[src/rtl/uart_timing_pkg.sv]
// Shared defaults and helpers for the UART timing block.
package uart_timing_pkg;

    localparam int unsigned DEF_CLK_FREQ_HZ = 50_000_000;
    localparam int unsigned DEF_BAUD_RATE   = 9600;
    localparam logic [31:0] DEF_TICK_TIME   = 32'd5000;
    localparam logic [3:0]  DEF_PULSE_WIDTH = 4'd2;

    localparam int CNT_W = 32;

    // Rounded clock/baud ratio so the bit period error stays under half a cycle.
    function automatic logic [CNT_W-1:0] calc_baud_div(input int unsigned clk_hz,
                                                       input int unsigned baud);
        return CNT_W'((clk_hz + baud / 2) / baud);
    endfunction

endpackage

[src/rtl/tick_generator.sv]
// Free-running divider producing a one-cycle registered strobe every tick_time
// cycles. tick_time = 0 keeps the strobe low; tick_time = 1 holds it high.
module tick_generator
    import uart_timing_pkg::*;
#(
    parameter logic [CNT_W-1:0] tick_time = DEF_TICK_TIME
) (
    input  logic clk,
    input  logic rst,
    output logic tick
);

    localparam logic            ENABLED = (tick_time != '0);
    localparam logic [CNT_W-1:0] LAST   = ENABLED ? tick_time - CNT_W'(1) : '0;

    logic [CNT_W-1:0] cnt_q, cnt_d;
    logic             tick_q, tick_d;

    // Count 0..tick_time-1; the wrap cycle is flagged and appears on tick one edge later.
    always_comb begin
        cnt_d  = cnt_q + CNT_W'(1);
        tick_d = 1'b0;
        if (!ENABLED) begin
            cnt_d = '0;
        end else if (cnt_q == LAST) begin
            cnt_d  = '0;
            tick_d = 1'b1;
        end
    end

    // Counter and strobe registers; reset restarts the phase.
    always_ff @(posedge clk) begin
        if (rst) begin
            cnt_q  <= '0;
            tick_q <= 1'b0;
        end else begin
            cnt_q  <= cnt_d;
            tick_q <= tick_d;
        end
    end

    assign tick = tick_q;

endmodule

[src/rtl/uart_tx_timing.sv]
// UART transmit timing: baud strobe, general-purpose tick strobe and a
// retriggerable fixed-width pulse fired on every edge of generate_pulse.
module uart_tx_timing
    import uart_timing_pkg::*;
#(
    parameter int unsigned CLK_FREQ_HZ = DEF_CLK_FREQ_HZ,
    parameter int unsigned BAUD_RATE   = DEF_BAUD_RATE,
    parameter logic [31:0] TICK_TIME   = DEF_TICK_TIME,
    parameter logic [3:0]  PULSE_WIDTH = DEF_PULSE_WIDTH
) (
    input  logic clk,
    input  logic rst,
    input  logic generate_pulse,
    output logic baud_tick,
    output logic tick,
    output logic pulse
);

    localparam logic [CNT_W-1:0] BAUD_DIV = calc_baud_div(CLK_FREQ_HZ, BAUD_RATE);

    generate
        if (BAUD_DIV < 1) begin : g_bad_baud_div
            $error("uart_tx_timing: baud divisor must be at least 1");
        end
    endgenerate

    tick_generator #(.tick_time(BAUD_DIV)) u_baud_gen (
        .clk  (clk),
        .rst  (rst),
        .tick (baud_tick)
    );

    tick_generator #(.tick_time(TICK_TIME)) u_tick_gen (
        .clk  (clk),
        .rst  (rst),
        .tick (tick)
    );

    logic       gp_q;
    logic       req;
    logic       pulse_q, pulse_d;
    logic [3:0] width_q, width_d;

    // Any level change versus last cycle is a request; a request (re)starts the
    // width count, otherwise count up and drop once PULSE_WIDTH cycles are done.
    always_comb begin
        req     = (generate_pulse != gp_q);
        pulse_d = pulse_q;
        width_d = width_q;
        if (PULSE_WIDTH == 4'd0) begin
            pulse_d = 1'b0;
            width_d = 4'd0;
        end else if (req) begin
            pulse_d = 1'b1;
            width_d = 4'd1;
        end else if (pulse_q) begin
            if (width_q >= PULSE_WIDTH) begin
                pulse_d = 1'b0;
                width_d = 4'd0;
            end else begin
                width_d = width_q + 4'd1;
            end
        end
    end

    // Input history and pulse state; gp_q clears so a high level at release counts.
    always_ff @(posedge clk) begin
        if (rst) begin
            gp_q    <= 1'b0;
            pulse_q <= 1'b0;
            width_q <= 4'd0;
        end else begin
            gp_q    <= generate_pulse;
            pulse_q <= pulse_d;
            width_q <= width_d;
        end
    end

    assign pulse = pulse_q;

endmodule

[config.mk]
export PLATFORM = sky130hd
export DESIGN_NAME = uart_tx_timing
export DESIGN_NICKNAME = d
export VERILOG_FILES = /design/src/rtl/uart_timing_pkg.sv /design/src/rtl/tick_generator.sv /design/src/rtl/uart_tx_timing.sv
export SDC_FILE = /design/constraint.sdc
export NUM_CORES = 1
export LEC_CHECK = 0
export BUFFER_PORTS_ARGS = -buffer_cell sky130_fd_sc_hd__buf_2
export CORE_ASPECT_RATIO = 1.25
export CORE_UTILIZATION = 31
export CTS_CLUSTER_DIAMETER = 120
export CTS_CLUSTER_SIZE = 10
export DETAILED_ROUTE_END_ITERATION = 8
export MAX_ROUTING_LAYER = met4
export PLACE_DENSITY = 0.54
export SLEW_MARGIN = 20
export SYNTH_ARGS = -nofsm -noshare
export SYNTH_HDL_FRONTEND = slang
export SYNTH_SLANG_ARGS = --single-unit
[constraint.sdc]
create_clock -name clk -period 4.45 [get_ports clk]
set_clock_uncertainty 0.05 [all_clocks]
set_input_delay 0.6675 -clock clk [delete_from_list [all_inputs] [get_ports clk]]
set_output_delay 0.6675 -clock clk [all_outputs]
set_load 0.01 [all_outputs]
## Word-level counts from Yosys, hierarchy flattened

Cells that the tools add are included.
Widths: inputs -> output; s select.

| word-level totals | value |
|---|---|
| register bits after elaboration | 72 |
| bits of input ports | 3 |
| output and inout port bits | 3 |
| logic and storage cells | 27 |

| operators by class | value |
|---|---|
| $add $sub $neg | 3 |
| $lt $le $gt $ge | 1 |
| eq/ne operators | 3 |
| muxes and demuxes | 8 |
| reductions and logical operators | 4 |

Operator list:

| operator | number |
|---|---|
| $add 32x1->32 const B | 2 |
| $eq 32x13->1 const B | 2 |
| $mux 1 | 7 |
| $reduce_or 2->1 | 3 |
| $add 4x1->4 const B | 1 |
| $ge 4x2->1 const B | 1 |
| $mux 4 | 1 |
| $reduce_bool 2->1 | 1 |
| $ne 1x1->1 | 1 |

## Longest topological paths before layout

| logic depth | value |
|---|---|
| word-level depth | 4 |
| mapped depth | 6 |
| gate-level depth less buffers | 5 |

## Hierarchy

A second synthesis with hierarchy kept.

| unflattened totals | value |
|---|---|
| cells, all modules | 398 |
| area total of the unflattened synthesis | 3489.6 um^2 |

Modules (own cells, without submodules):

| module | instances | cells an instance | area an instance (um^2) | seq. area each (um^2) |
|---|---|---|---|---|
| tick_generator (u_baud_gen) | 1 | 189 | 1626.6 | 660.6 |
| tick_generator (u_tick_gen) | 1 | 183 | 1604.0 | 660.6 |
| uart_tx_timing | 1 | 26 | 259.0 | 120.1 |

## Worst setup path after synthesis

Ideal clock, no wire load.

| timing path | value |
|---|---|
| path kind | reg-to-reg |
| start point | register u_tick_gen.cnt_q[0] |
| end point | register u_tick_gen.cnt_q[28] |
| setup time | 0.071 ns |
| arrival time | 1.674 ns |
| data required time | 4.329 ns |
| path slack | 2.655 ns |
| cell stages (with the launch flop) | 7 |
| buffers on the path | 1 |
| period minus slack after synthesis | 1.795 ns |
| path through | dfxtp_1 ha_1 nand4_1 or4_1 buf_2 or4_1 a21oi_1 |

| between the ends | value |
|---|---|
| longest elaborated chain between the ends | 2 |
| elaborated cells on any way between the ends | 3 |
| those cells by class | add/sub (1); eq/ne (1); reduce/logical (1) |

Ends and longest elaborated chain:

| item | RTL line | RTL |
|---|---|---|
| start, declared | tick_generator.sv:16 | `logic [CNT_W-1:0] cnt_q, cnt_d;` |
| start signal, assigned | tick_generator.sv:37 | `cnt_q <= cnt_d;` |
| parallel branches: the longest is 2 deep, another holds $add 32x1->32 | -- |  |

Parallel ways; which one is timed is not known.
A chain may end at the register's enable or synchronous reset.

## Worst setup path after layout

| timing path | value |
|---|---|
| start point | register u_baud_gen.cnt_q[0] |
| end point | register u_baud_gen.cnt_q[11] |

| between the ends | value |
|---|---|
| longest elaborated chain between the ends | 2 |
| elaborated cells on any way between the ends | 3 |
| those cells by class | add/sub (1); eq/ne (1); reduce/logical (1) |

Ends and longest elaborated chain:

| item | RTL line |
|---|---|
| start, declared | tick_generator.sv:16 |
| start signal, assigned | tick_generator.sv:37 |
| parallel branches: the longest is 2 deep, another holds $add 32x1->32 | -- |

Parallel ways; which one is timed is not known.

==> results_dict.tcl <==
set metrics [dict create \
    critPathCaptureType "register" \
    worstRegToRegCells 6 \
    clk_path_buf_depth 2 \
    initial_utilization_pct 31.72 \
    status "completed" \
    h-tree-depth 3 \
    worstSetupEndpoint "u_baud_gen.cnt_q[11]" \
    row_count 43 \
    period_needed_ns 2.129 \
    die_w_um 97.02 \
    core-area_um2 11030 \
    antenna_found_initial 0 \
    place_ws_ns 2.306 \
    drc_errors 0 \
    arrival_ns 2.30 \
    final_net_count 414 \
    track_usage_pct 14.77 \
    cp.required_ns 4.62 \
    fp.dieArea_um2 11720 \
    rsz0062_at_grt "false" \
    grt_pass1_wl_um 13490 \
    r2r_slack_ns 2.32 \
    diodes 0 \
    irDropWorstVdd_uv 156.1 \
    leakage_nw 1.266 \
    reg2reg_to "u_baud_gen.cnt_q[11]" \
    setup_ws_ns 2.321 \
    finalSetupTns_ns 0 \
    overflow 0 \
    async_flop_share_pct 0 \
    synthCells 408 \
    via_per_inst 5.618 \
    grt_max_degree 24 \
    num_vias 3062 \
    synth_top_cell_by_area "dfxtp_1" \
    critPathMaxFanout 23 \
    ys_types 35 \
    drtIter0Drc 150 \
    setup-violations-final 0 \
    io_pins 6 \
    synth_edf_count 0 \
    maxSlewViolCount 0 \
    place.gp.congestion 0.7766 \
    synth_area_um2 3498 \
    synth_area_per_cell_um2 8.574 \
    hpwl_um 5457 \
    holdBufCountCts 0 \
    critPathLaunch "u_baud_gen.cnt_q[0]" \
    yosys.area.top_type_share_pct 41.20 \
    setup.worst_path.class "reg -> reg" \
    ys.flop_type "dfxtp_1" \
    drv_cap 0 \
    cts.sinks 72 \
    wire_per_inst_um 14.04 \
    r2r_start "u_baud_gen.cnt_q[0]" \
    fmax_ghz 0.4697 \
    die_h_um 120.8 \
    yosysSeqAreaShare_pct 41.20 \
    min_path_type "reg -> reg" \
    drt_wl_total_um 7653 \
    slew_headroom_pct 69.09 \
    power_w 0.001483 \
    ys_seq_elements 72 \
    synthTopCellsByArea "dfxtp_1 (41%), or4_1 (5.6%), a21oi_1 (5.0%), xor2_1 (4.8%), o31ai_1 (4.5%)" \
    post_cts_resize_count 0 \
    worst_slew_pin_slew_ns 0.4626 \
    synthesis.nets 417 \
    clock_latency_ns 0.34 \
    antenna_left 0 \
    dr.pass1.iters 5 \
    synth_most_common_cell "dfxtp_1" \
    numPortBuffers 5 \
    hold_viol 0 \
    synth_common_cells "dfxtp_1 (72), a21oi_1 (35), nor2_1 (32)" \
    cts.reportedPaths.clkPinSlew_ns 0.06 \
    clockRootBuffer "clkbuf_16" \
    yosysWarnings 0 \
    fin_util_pct 35.81 \
    post_cts.repair.setup_buffers 0 \
    cts_buffers 9 \
    cts_tree "built" \
    drive_gt1_share_pct 6.585 \
    power_density_nw_per_um2 375.5 \
    finalCritPeriodShare_pct 47.84 \
    critPathLaunchType "register" \
    grt_pass1_vias 2801 \
    areaGrowthSynthToFinish_pct 12.91 \
]
==> placed cells by master (no fill, tap or decap), types with 13 or more instances in the layout <==
master   count
dfxtp_1     72
a21oi_1     35
nor2_1      32
nand2_1     27
or4_1       26
nand4_1     24
o31ai_1     21
nand3_1     20
xor2_1      19
and4_1      14
nor4_1      14
o21ai_0     13
==> per-stage QoR <==
stage / hold slack, ns / std cells / cell area [um^2]
3_3_place_gp: 0.4128 / 529 / 3622
2_1_floorplan: 0.3910 / 408 / 3498
6_report: 0.4379 / 545 / 3950
3_5_place_dp: 0.4247 / 529 / 3622
4_1_cts: 0.4372 / 545 / 3950
5_1_grt: 0.4684 / 545 / 3950
==> state kept, by name, indices dropped and copies added (netlist names) <==
signal	count
u_tick_gen.cnt_q	32
pulse	1
u_tick_gen.tick	1
gp_q	1
u_baud_gen.cnt_q	32
u_baud_gen.tick	1
width_q	4
==> report_power, final <==
| part | switching [W] | internal, W | total (W) |
|---|---|---|---|
| combinational | 0.0000216 | 0.0000145 | 0.0000362 |
| sequential | 0.00000843 | 0.000652 | 0.000660 |
| clock | 0.000291 | 0.000496 | 0.000787 |
| total | 0.000321 | 0.00116 | 0.00148 |
==> critical path, stage by stage (launching register included) <==
cell and delay (ns):
dfxtp_1 0.40, ha_1 0.24, nor4b_1 0.31, nand4_1 0.18
o21bai_2 0.40, buf_4 0.34, nor2_1 0.08
==> cells by family after synthesis <==
group / after synthesis / synth area share, %
AOI/OAI and AO/OA: 75 / 12.80
xor gates and xnor gates: 26 / 6.509
adders and majority gates: 6 / 2.146
buffers and inverters: 30 / 3.612
DFF: 72 / 41.20
muxes: 1 / 0.2861
and+or+nand+nor: 198 / 33.44
==> routing by layer <==
layer | wire length [um] | part of all wire [%] | GRT usage [%] | vias to the layer above
met3 | 233 | 3.0 | 3.642 | 14
met1 | 3619 | 47 | 17.83 | 1458
met4 | 164 | 2.1 | 7.183 | 0
met2 | 3635 | 47 | 23.06 | 47
li1 | - | - | - | 1543
met5 | 0 | 0 | - | -
==> worst min path at each step <==
stage | startpoint | end | slack (ns) | cells past startpoint
4_1_cts | u_baud_gen.cnt_q[0] | u_baud_gen.cnt_q[0] | 0.44 | 1
2_1_floorplan | u_tick_gen.cnt_q[0] | u_tick_gen.cnt_q[0] | 0.39 | 1
5_1_grt | width_q[3] | width_q[3] | 0.47 | 1
3_3_place_gp | u_baud_gen.cnt_q[0] | u_baud_gen.cnt_q[0] | 0.41 | 1
6_report | u_tick_gen.cnt_q[27] | u_tick_gen.cnt_q[27] | 0.44 | 2
3_5_place_dp | u_baud_gen.cnt_q[0] | u_baud_gen.cnt_q[0] | 0.42 | 1
==> cell type report <==
class	count	area [um^2]
inverter	9	33.78
tap	135	168.9
fill	1122	7079
clock inverter	7	102.6
timing repair buffer	7	40.04
multi-input combinational	306	1938
sequential	72	1441
clock buffer	9	225.2
Power figures use the tool's default switching activity.
